## src/rtl/obc_pkg.sv

```systemverilog
// Shared types and Q11.21 constants for the OBC coefficient ROM pipeline.
package obc_pkg;

    typedef enum logic {
        INIT  = 1'b0,
        READY = 1'b1
    } state_t;

    localparam int DATA_W_DEF = 32;
    localparam int FRAC_W_DEF = 21;

    localparam logic [31:0] COEF_HALF_POS = 32'h0010_0000;
    localparam logic [31:0] COEF_HALF_NEG = 32'hFFF0_0000;

endpackage

```

## src/rtl/obc_table.sv

```systemverilog
// One channel's DEPTH x DATA_W table: synchronous write, registered read.
// A same-edge write and read of one entry returns the pre-write contents.
module obc_table #(
    parameter int DATA_W = 32,
    parameter int AW     = 2
) (
    input  logic              clk,
    input  logic              rst_n,
    input  logic              we,
    input  logic [AW-1:0]     waddr,
    input  logic [DATA_W-1:0] wdata,
    input  logic              re,
    input  logic [AW-1:0]     raddr,
    output logic [DATA_W-1:0] rdata
);

    logic [DATA_W-1:0] mem [2**AW];

    always_ff @(posedge clk) begin
        if (we) begin
            mem[waddr] <= wdata;
        end
    end

    always_ff @(posedge clk) begin
        if (!rst_n) begin
            rdata <= '0;
        end else if (re) begin
            rdata <= mem[raddr];
        end
    end

endmodule

```

## src/rtl/obc_coef_rom_pipe.sv

```systemverilog
// NCH loadable OBC tables with address fold and sign inversion; 2-stage valid/ready pipe, stalls hold both stages.
// OBC_SAT_EN: saturate negation of the most negative value and expose sticky sat_flag per channel.
module obc_coef_rom_pipe
    import obc_pkg::*;
#(
    parameter int DATA_W = DATA_W_DEF,
    parameter int FRAC_W = FRAC_W_DEF,
    parameter int NCH    = 4,
    parameter int K      = 3,
    localparam int CH_W  = (NCH > 1) ? $clog2(NCH) : 1
) (
    input  logic                  clk,
    input  logic                  rst_n,
    input  logic                  cfg_we,
    input  logic [CH_W-1:0]       cfg_ch,
    input  logic [K-2:0]          cfg_addr,
    input  logic [DATA_W-1:0]     cfg_data,
    output logic                  cfg_busy,
    input  logic                  in_valid,
    output logic                  in_ready,
    input  logic [NCH*K-1:0]      in_bits,
    output logic                  out_valid,
    input  logic                  out_ready,
`ifdef OBC_SAT_EN
    output logic [NCH-1:0]        sat_flag,
`endif
    output logic [NCH*DATA_W-1:0] out_data
);

    localparam int AW = K - 1;
    localparam logic [DATA_W-1:0] MIN_VAL = {1'b1, {(DATA_W-1){1'b0}}};
    localparam logic [DATA_W-1:0] MAX_VAL = {1'b0, {(DATA_W-1){1'b1}}};

    if (FRAC_W >= DATA_W || K < 2) begin : g_bad_cfg
        $error("obc_coef_rom_pipe: invalid FRAC_W/DATA_W/K");
    end

    state_t                  state;
    logic [AW-1:0]           init_cnt;
    logic                    en;
    logic                    accept;
    logic                    v1;
    logic [NCH-1:0]          s1;
    logic [NCH-1:0]          s_in;
    logic [NCH*DATA_W-1:0]   next_data;
    logic [NCH-1:0]          sat_hit;

    // Init walks every entry once, zeroing all tables in parallel.
    always_ff @(posedge clk) begin
        if (!rst_n) begin
            state    <= INIT;
            init_cnt <= '0;
            cfg_busy <= 1'b1;
        end else begin
            case (state)
                INIT: begin
                    init_cnt <= init_cnt + AW'(1);
                    if (init_cnt == {AW{1'b1}}) begin
                        state    <= READY;
                        cfg_busy <= 1'b0;
                    end
                end
                default: state <= READY;
            endcase
        end
    end

    assign en       = !out_valid || out_ready;
    assign in_ready = (state == READY) && en;
    assign accept   = in_valid && in_ready;

    for (genvar c = 0; c < NCH; c++) begin : g_ch
        logic [K-1:0]      bits;
        logic [AW-1:0]     raddr;
        logic              we;
        logic [AW-1:0]     waddr;
        logic [DATA_W-1:0] wdata;
        logic [DATA_W-1:0] rdata;
        logic [DATA_W-1:0] neg;

        assign bits    = in_bits[c*K +: K];
        assign s_in[c] = bits[K-1];
        assign raddr   = bits[K-2:0] ^ {AW{bits[K-1]}};

        assign we    = (state == INIT) ||
                       (rst_n && cfg_we && (state == READY) && (cfg_ch == CH_W'(c)));
        assign waddr = (state == INIT) ? init_cnt : cfg_addr;
        assign wdata = (state == INIT) ? '0 : cfg_data;

        obc_table #(
            .DATA_W (DATA_W),
            .AW     (AW)
        ) u_table (
            .clk   (clk),
            .rst_n (rst_n),
            .we    (we),
            .waddr (waddr),
            .wdata (wdata),
            .re    (accept),
            .raddr (raddr),
            .rdata (rdata)
        );

        assign sat_hit[c] = s1[c] && (rdata == MIN_VAL);
`ifdef OBC_SAT_EN
        assign neg = sat_hit[c] ? MAX_VAL : (~rdata + DATA_W'(1));
`else
        assign neg = ~rdata + DATA_W'(1);
`endif
        assign next_data[c*DATA_W +: DATA_W] = s1[c] ? neg : rdata;
    end

    always_ff @(posedge clk) begin
        if (!rst_n) begin
            v1 <= 1'b0;
            s1 <= '0;
        end else if (en) begin
            v1 <= accept;
            if (accept) begin
                s1 <= s_in;
            end
        end
    end

    always_ff @(posedge clk) begin
        if (!rst_n) begin
            out_valid <= 1'b0;
            out_data  <= '0;
        end else if (en) begin
            out_valid <= v1;
            out_data  <= next_data;
        end
    end

`ifdef OBC_SAT_EN
    always_ff @(posedge clk) begin
        if (!rst_n) begin
            sat_flag <= '0;
        end else if (en && v1) begin
            sat_flag <= sat_flag | sat_hit;
        end
    end
`else
    logic unused_sat;
    assign unused_sat = ^{sat_hit, MAX_VAL};
`endif

endmodule

```

## config.mk

```make
export PLATFORM = sky130hd
export DESIGN_NAME = obc_coef_rom_pipe
export DESIGN_NICKNAME = d
export VERILOG_FILES = /design/src/rtl/obc_pkg.sv /design/src/rtl/obc_table.sv /design/src/rtl/obc_coef_rom_pipe.sv
export SDC_FILE = /design/constraint.sdc
export NUM_CORES = 1
export LEC_CHECK = 0
export CAP_MARGIN = 15
export CELL_PAD_IN_SITES_DETAIL_PLACEMENT = 0
export CELL_PAD_IN_SITES_GLOBAL_PLACEMENT = 2
export CORE_UTILIZATION = 46
export CTS_CLUSTER_SIZE = 28
export DETAILED_ROUTE_END_ITERATION = 8
export PLACE_DENSITY_LB_ADDON = 0.25
export SETUP_SLACK_MARGIN = 0.3
export SYNTH_ARGS = -nofsm -noshare
export SYNTH_HDL_FRONTEND = slang
export SYNTH_HIERARCHICAL = 1
export SYNTH_SLANG_ARGS = --single-unit
```

## constraint.sdc

```tcl
create_clock -name clk -period 7.9 [get_ports clk]
set_clock_uncertainty 0.1 [all_clocks]
set_input_delay 0.79 -clock clk [delete_from_list [all_inputs] [get_ports clk]]
set_output_delay 0.79 -clock clk [all_outputs]
set_load 0.02 [all_outputs]
```

---- After elaboration in Yosys (flattened, before gate mapping) ----
Memories as Yosys holds them, arrays and structs flattened. A register that Yosys moved wholly into a read port is not among the register bits.
Cells that the tools add are included.
W data, S select, Z words.
word-level totals
  register bits after elaboration ......... 138
  memory bits (writable) .................. 512
  input port bits ......................... 53
  output and inout port bits .............. 131
  word-level logic and storage cells ...... 66
  memories kept ........................... 4
operators by class
  add/subtract/negate cells ............... 5
  equal/unequal tests ..................... 4
  muxes and demuxes ....................... 16
  bitwise gates (word level) .............. 9
  reductions and logical operators ........ 21
memory list
  name                 words  width  read ports  clocked after Yosys merged registers in  write ports  line             source
  g_ch[0].u_table.mem  4      32     1           1                                        1            obc_table.sv:17  logic [DATA_W-1:0] mem [2**AW];
  g_ch[1].u_table.mem  4      32     1           1                                        1            obc_table.sv:17
  g_ch[2].u_table.mem  4      32     1           1                                        1            obc_table.sv:17
  g_ch[3].u_table.mem  4      32     1           1                                        1            obc_table.sv:17
operators by type and width
  operator                 number
  $mux W32                 5
  $add A32 B1 Y32 const B  4
  $not A32 Y32             4
  $mux W1                  10
  $logic_and A1 B1 Y1      8
  $xor A2 B2 Y2            4
  $eq A2 B2 Y1 const B     3
  $logic_not A1 Y1         5
  $logic_or A1 B1 Y1       5
  $reduce_and A2 Y1        2
  $add A2 B1 Y2 const B    1
  $eq A2 B1 Y1 const B     1
  $logic_not A2 Y1         1
  $mux W2                  1
  $not A1 Y1               1

---- Longest topological paths before layout ----
  depth in word-level cells ............... 6
  gate-level depth with buffers ........... 9
  gate-level depth less buffers ........... 7

---- Hierarchy ----
Netlist, hierarchy kept.
modules (own cells, without submodules)
  module             instances  cells each  area each (sq um)  sequential area each (sq um)
  obc_table          4          315         5,881.9            4,484.3
  obc_coef_rom_pipe  1          943         7,728.7            2,762.6

---- Worst setup path after synthesis ----
No wires, ideal clock.
  kind .................................... input to register
  start point ............................. input rst_n
  end point ............................... memory g_ch[0].u_table.mem[0][0] (enable)
  library setup time ...................... 468 ps
  arrival time ............................ 3,876 ps
  required time ........................... 7,332 ps
  path slack .............................. 3,456 ps
  stages .................................. 4
  buffers on the path ..................... 1
  cells stage by stage .................... clkbuf_1 -> nand2_1 -> o31ai_1 -> nor3b_1
between the ends
  word-level cells in the longest chain between the ends .. 6
ends and longest elaborated chain
  what                              line                     source
  start, declared                   obc_coef_rom_pipe.sv:13  input logic rst_n,
  $logic_and A1 B1 Y1 (3 in a row)  obc_coef_rom_pipe.sv:86  (rst_n && cfg_we && (state == READY) && (cfg_ch == CH_W'(c)));
  $logic_or A1 B1 Y1                obc_coef_rom_pipe.sv:85  assign we = (state == INIT) ||
  net g_ch[0].we                    obc_coef_rom_pipe.sv:75  logic we;
  $mux W1                           obc_table.sv:20          if (we) begin
  $mux W1 (not written as such)     obc_table.sv:21          mem[waddr] <= wdata;
  end, declared                     obc_table.sv:17
The timed path passes the listed nets, and every way through them passes these cells.

---- Worst setup path after layout ----
  start point ............................. input out_ready
  end point ............................... register g_ch[3].u_table.rdata[5] (read register of g_ch[3].u_table.mem)
between the ends
  word-level cells in the longest chain between the ends .. 3
ends and longest elaborated chain
  what                 line                     source
  start, declared      obc_coef_rom_pipe.sv:23  input logic out_ready,
  $logic_or A1 B1 Y1   obc_coef_rom_pipe.sv:68  assign en = !out_valid || out_ready;
  $logic_and A1 B1 Y1  obc_coef_rom_pipe.sv:69  assign in_ready = (state == READY) && en;
  $logic_and A1 B1 Y1  obc_coef_rom_pipe.sv:70  assign accept = in_valid && in_ready;
  net accept           obc_coef_rom_pipe.sv:41  logic accept;
  end, declared        obc_table.sv:14          output logic [DATA_W-1:0] rdata
The timed path passes the listed nets, and every way through them passes these cells.
A chain may end at the register's enable or synchronous reset.

==> run metrics <==
Min Clock Period, post-route=4.26 ns; startpoint types=primary input; DP HPWL=47500 um; Mapped Cells=about 2.2k; final worst slack=~3.6 ns; CTS Root Buffer Type=clkbuf_16; Mapped Nets=2261; Yosys reg bits=778; Final Hold Vio Count=0; Buf+Inv Stages, Crit Path=4; CP Max Fanout=101; WHS=0.350 ns; drt wl/cell=24.2 um; CP Cell Sequence=clkdlybuf4s50_1 > nand2b_4 > and2_1 > nand2_1 > inv_2 > buf_12 > nand3b_1 > buf_4 > o221ai_1; Worst IR Drop VDD=0.000186 V; Core ar.=67200 um2; PwrDens=286 nW/um2; CTS tree=built; CTS H-tree lvls=3; Layout Nets=2418; HP Start=out_data[32]$_SDFFE_PN0N_; initial antenna violation count=3; DIE HEIGHT=263 um; Worst R2R Start=out_valid$_SDFFE_PN0N_; largest net degree at the start of global routing=102; number of remaining DRC errors=0; Die Width=263 um; Crit. End Element=register; Skew-Pair Late Insertion Delay=about 0.63 ns; flop2flop setup slack=just under 4 ns; RSZ-0062 raised after global routing=no; total grt overflow=0; family with the most delay on the worst path=buffers and inverters; PortBufs=183; RR Endpoint=g_ch[3].u_table/rdata[5]$_SDFFE_PN0P_; Synth async-reset ratio=0; DP Cell Count=3149; Post-Layout Cell Count=3305; Crit-path slowest cell=nand3b_1; Worst path max stage delay=0.64 ns; setup fix buffers added after clock tree synthesis=0; Synth Warn #=6; Filler cells=5395; Worst Tran Pin Value=1.20 ns; post-cts resize count=0; Site Rows=95; Post-Place Setup Slack=3.03 ns; top_reg_cell synth=edfxtp_1; vias in the first global route=~19k; syn avg cell area=14.2 um2; Max Clk Rate=235 MHz; Worst R2R Path Depth=8; Tcrit/Tclk final=0.539; layout cell share with drive strength beyond 1=0.0898; Critical Path AT=4.68 ns; Iter 0 DRT Violations=about 1.3k; required time worst endpoint=8.32 ns; mapped cell area=31300 um2; Seq/Total Area, Yosys=0.662; Post-synth EDFFs=512; clock tree sinks=778; Vias=18.9k; Clk pin slew, worst setup/hold paths=about 0.06 ns; WHS Endpoint=out_data[32]$_SDFFE_PN0N_; CTS Buf Count=81; Die Area=69000 um2; final WL=80100 um; Hold Buf Count CTS=0; Placer Congestion=between 0.7 and 0.8; GRT Resource Usage Total=0.230; setup TNS=0 ns; Rel. slew slack=0.203; post-route antenna net violation count=0; final setup vio count=0; drt first pass iters=5; max-cap viol count=0; leakage=0.0134 uW; initial core utilization=0.465; WS Path Type=in2reg; top-level port count=184; Vias/cell=5.73; Max Transition Viols Final=0; hold path depth=2; post-synth cell types=between 50 and 60; P&R area growth vs syn=16.6%; status=complete, no violations; worst min path class=reg2reg; first-pass GRT wire length=about 120000 um; CTS Buffer Depth=3
## layout make-up
class | instances | area (um2) | area share
Clock buffer | 118 | 2400 | 0.0659
Timing Repair Buffer | 219 | 2140 | 0.0586
Tap cell | 873 | 1090 | 0.0300
Inverter | 16 | 60.1 | 0.00165
Multi-Input combinational cell | 1264 | 9610 | 0.264
Sequential cell | 778 | 20700 | 0.568
Clock inverter | 33 | 438 | 0.0120
Antenna cell | 4 | 10.0 | 0.000275
## worst min-delay path: stages, from the launching register on
cell and delay (ns):
dfxtp_1 0.31, nand2_1 0.05, a21oi_1 0.05
## cell families after synthesis
logic type / after synthesis / synth area share
buffers and inverters: 161 / 0.0345
multiplexers: 265 / 0.0849
XOR/XNOR: 121 / 0.0339
AO/OA/AOI/OAI: 415 / 0.0960
AND/OR/NAND/NOR: 458 / 0.0865
flip-flops: 778 / 0.662
adder cells (fa/ha/maj): 5 / 0.00200
## power by group
part / total (uW) / internal [uW] / switching (uW)
logic: 1260 / 375 / 886
registers: 5180 / 5020 / 161
clock network: 3970 / 2390 / 1580
## cell usage in the layout (no fill, tap or decap), types with 19 or more instances in the layout
cell             instances
mux2i_1                263
or3_1                   20
a211oi_1                27
nor2_1                  67
o221ai_1               128
a21oi_1                 45
o31ai_1                 41
nand2_1                 92
dfxtp_1                266
clkdlybuf4s50_1        182
edfxtp_1               512
xor2_1                 107
o21ai_0                112
and2_1                  33
o41ai_1                 19
buf_4                   34
clkbuf_16               85
nand3b_1               135
## state kept, by name, indices dropped and copies added, names as in the netlist
signal,count
cfg_busy,1
g_ch.u_table/mem,512
g_ch.u_table/rdata,128
init_cnt,2
out_data,128
out_valid,1
s1,4
state,1
v1,1
## how the worst max path moves through the flow
| stage | startpoint | endpoint | slack (ns) | cells after the start |
|---|---|---|---|---|
| after global routing | out_ready | g_ch[3].u_table/rdata[0]$_SDFFE_PN0P_ | 3.46 | 9 |
| final | out_ready | g_ch[3].u_table/rdata[5]$_SDFFE_PN0P_ | 3.64 | 9 |
| after detailed placement | out_ready | g_ch[3].u_table/rdata[10]$_SDFFE_PN0P_ | 3.03 | 9 |
| after CTS | out_ready | g_ch[3].u_table/rdata[26]$_SDFFE_PN0P_ | 3.69 | 9 |
| after floorplan | rst_n | g_ch[0].u_table/mem[0][0]$_DFFE_PP_ | 3.46 | 4 |
| after global placement | out_ready | g_ch[3].u_table/rdata[0]$_SDFFE_PN0P_ | 3.16 | 9 |
## through the flow
step | instance area, um2 | utilization | total power, uW
2_1_floorplan | 31300 | - | 6080
3_3_place_gp | 33600 | 0.500 | 6490
3_5_place_dp | 33600 | 0.500 | 6540
4_1_cts | 36400 | 0.542 | 10500
5_1_grt | 36400 | 0.543 | 10800
6_report | 36400 | 0.543 | 10400
## metal layers
metal,global-route usage,vias up,share of wire
li1,-,8833,-
met1,0.312,9434,0.44
met2,0.378,577,0.48
met3,0.0368,102,0.056
met4,0.0771,2,0.027
met5,0,-,0.00020
## cell usage after synthesis (13+ instances only)
cell type | number | area, um2
nand2_1 | 93 | 349
and2_1 | 33 | 206
o221ai_1 | 128 | 1120
inv_1 | 16 | 60.1
or3_1 | 20 | 125
buf_12 | 24 | 480
clkbuf_1 | 74 | 278
a211oi_1 | 27 | 203
nand3b_1 | 135 | 1010
or4_1 | 15 | 113
o31ai_1 | 41 | 308
mux2i_1 | 263 | 2630
xor2_1 | 111 | 972
nor4_1 | 13 | 81.3
edfxtp_1 | 512 | 15400
nor2_1 | 72 | 270
buf_2 | 30 | 150
o21ai_0 | 112 | 561
o41ai_1 | 19 | 166
dfxtp_1 | 266 | 5330
a21oi_1 | 45 | 225
Note: power is estimated with default switching activity, not from simulation.
==> edit: new RTL, config.mk and constraints unchanged <==
Set the package constant `DATA_W_DEF` to 48 (it was 32).
--- a/src/rtl/obc_pkg.sv
+++ b/src/rtl/obc_pkg.sv
@@ -7,5 +7,5 @@
     } state_t;
 
-    localparam int DATA_W_DEF = 32;
+    localparam int DATA_W_DEF = 48;
     localparam int FRAC_W_DEF = 21;
 
Ports: changed (resized cfg_data and out_data); port bits go from 184 to 264. No check against the original RTL was run, so the function may have changed too.
==> edit against the unedited design <==
Synthesized cell count rose by 49%. Cell area rose by 47%. Non-clock buffer count rose by 93. Total power rose by 49%. Worst setup slack improved by 0.15 ns. Critical path depth did not move. Final cell count rose by 48%. Core utilization barely moved. Register-to-register slack improved by 0.03 ns. Routed wire length rose by 62%. Sequential cell count rose by 384. Area after synthesis rose by 48%. Critical endpoint is now g_ch[2].u_table/rdata[13]. Highest routed layer is now met4.
==> edit: results (changes against the unedited design) <==
Power and ir drop
  • Pwr Density: 289 nW/µm² (+1.2%)
  • Seq pwr share: 50.1% (+0.3 points)
  • Peak VDD IR: 0.000181 V (-2.6%)
  • Sw power: 4020 µW (+53%)

Routing
  • WL final: 129000 µm (+62%)
  • M1 WL: 53400 µm (+51%)
  • WL met3: 8200 µm (+83%)
  • Highest routed layer: met4
  • WL met2: 64500 µm (+69%)
  • 1st-iter DRT viols: 2635 (+97%)
  • Vias: 28677 (+51%)

Finish
  • Fillers: 8071 (+50%)

Global route
  • First-pass GRT wire length: 189000 µm (+60%)
  • Largest net degree at the start of global routing: 115 (+13%)
  • Total global-route track usage: 25.1% (+2.1 points)
  • Initial antenna violation count: 7 (+4)

Hold path
  • Worst Hold End: out_data[176]
  • Min-delay src: out_data[176]

Placed design
  • Dpl hpwl: 79100 µm (+67%)
  • Routability congestion estimate from global placement: 0.835 (+5.4%)
  • # placed instances: 4651 (+48%)
  • Setup WS pre-CTS: 3.13 ns (+0.0986 ns)
  • Port Buffers: 263 (+44%)

Outcome
  • Status: finished clean

Worst setup path
  • Capture point of the worst reg-to-reg path: g_ch[2].u_table/rdata[13]
  • Worst path slowest cell: buf_4

Logic synthesis
  • Number of flops mapped to enable cells by yosys: 768 (+50%)
  • Seq/Total Area, Yosys: 67.0% (+0.75 points)
  • Syn Inst Count: 3273 (+49%)

STA
  • Hold_ws: 0.348 ns (-0.00137 ns)
  • Fmax: 244 MHz (+3.7%)

Clock network
  • Clk_lat worst skew: 0.70 ns (+0.07 ns)
  • Inserted Clock Buffers: 116 (+43%)
[edit: cell types whose count changed in the layout (fill, tap and decap cells not counted), sizes merged, moves of 51 or more]
cell / change
xor2: +51
edfxtp: +256
nand3b: +62
dfxtp: +128
o21ai: +63
o221ai: +64
nand2: +59
clkdlybuf4s50: +80
mux2i: +127
[edit: metal layers]
layer,vias up,track usage (%)
met3,155,3.14
li1,13060,-
met4,0,7.53
met1,14495,33.3
met2,967,43.0
met5,-,0
[edit: kinds of logic after synthesis]
logic type	synth area share, %
muxes	8.52
adders and majority gates	0.135
buffers and inverters	3.08
AOI/OAI and AO/OA	9.31
xor gates and xnor gates	3.51
and+or+nand+nor	8.46
DFF	67.0
[edit: final cells by class]
type	instances	area share, %
clock buffers	159	6.07
repair buffers	312	5.62
diodes	7	0.0326
well taps	1287	3.00
flip-flops and latches	1162	57.7
inverters	16	0.119
multi-input cells	1874	26.1
clock inverters	61	1.42
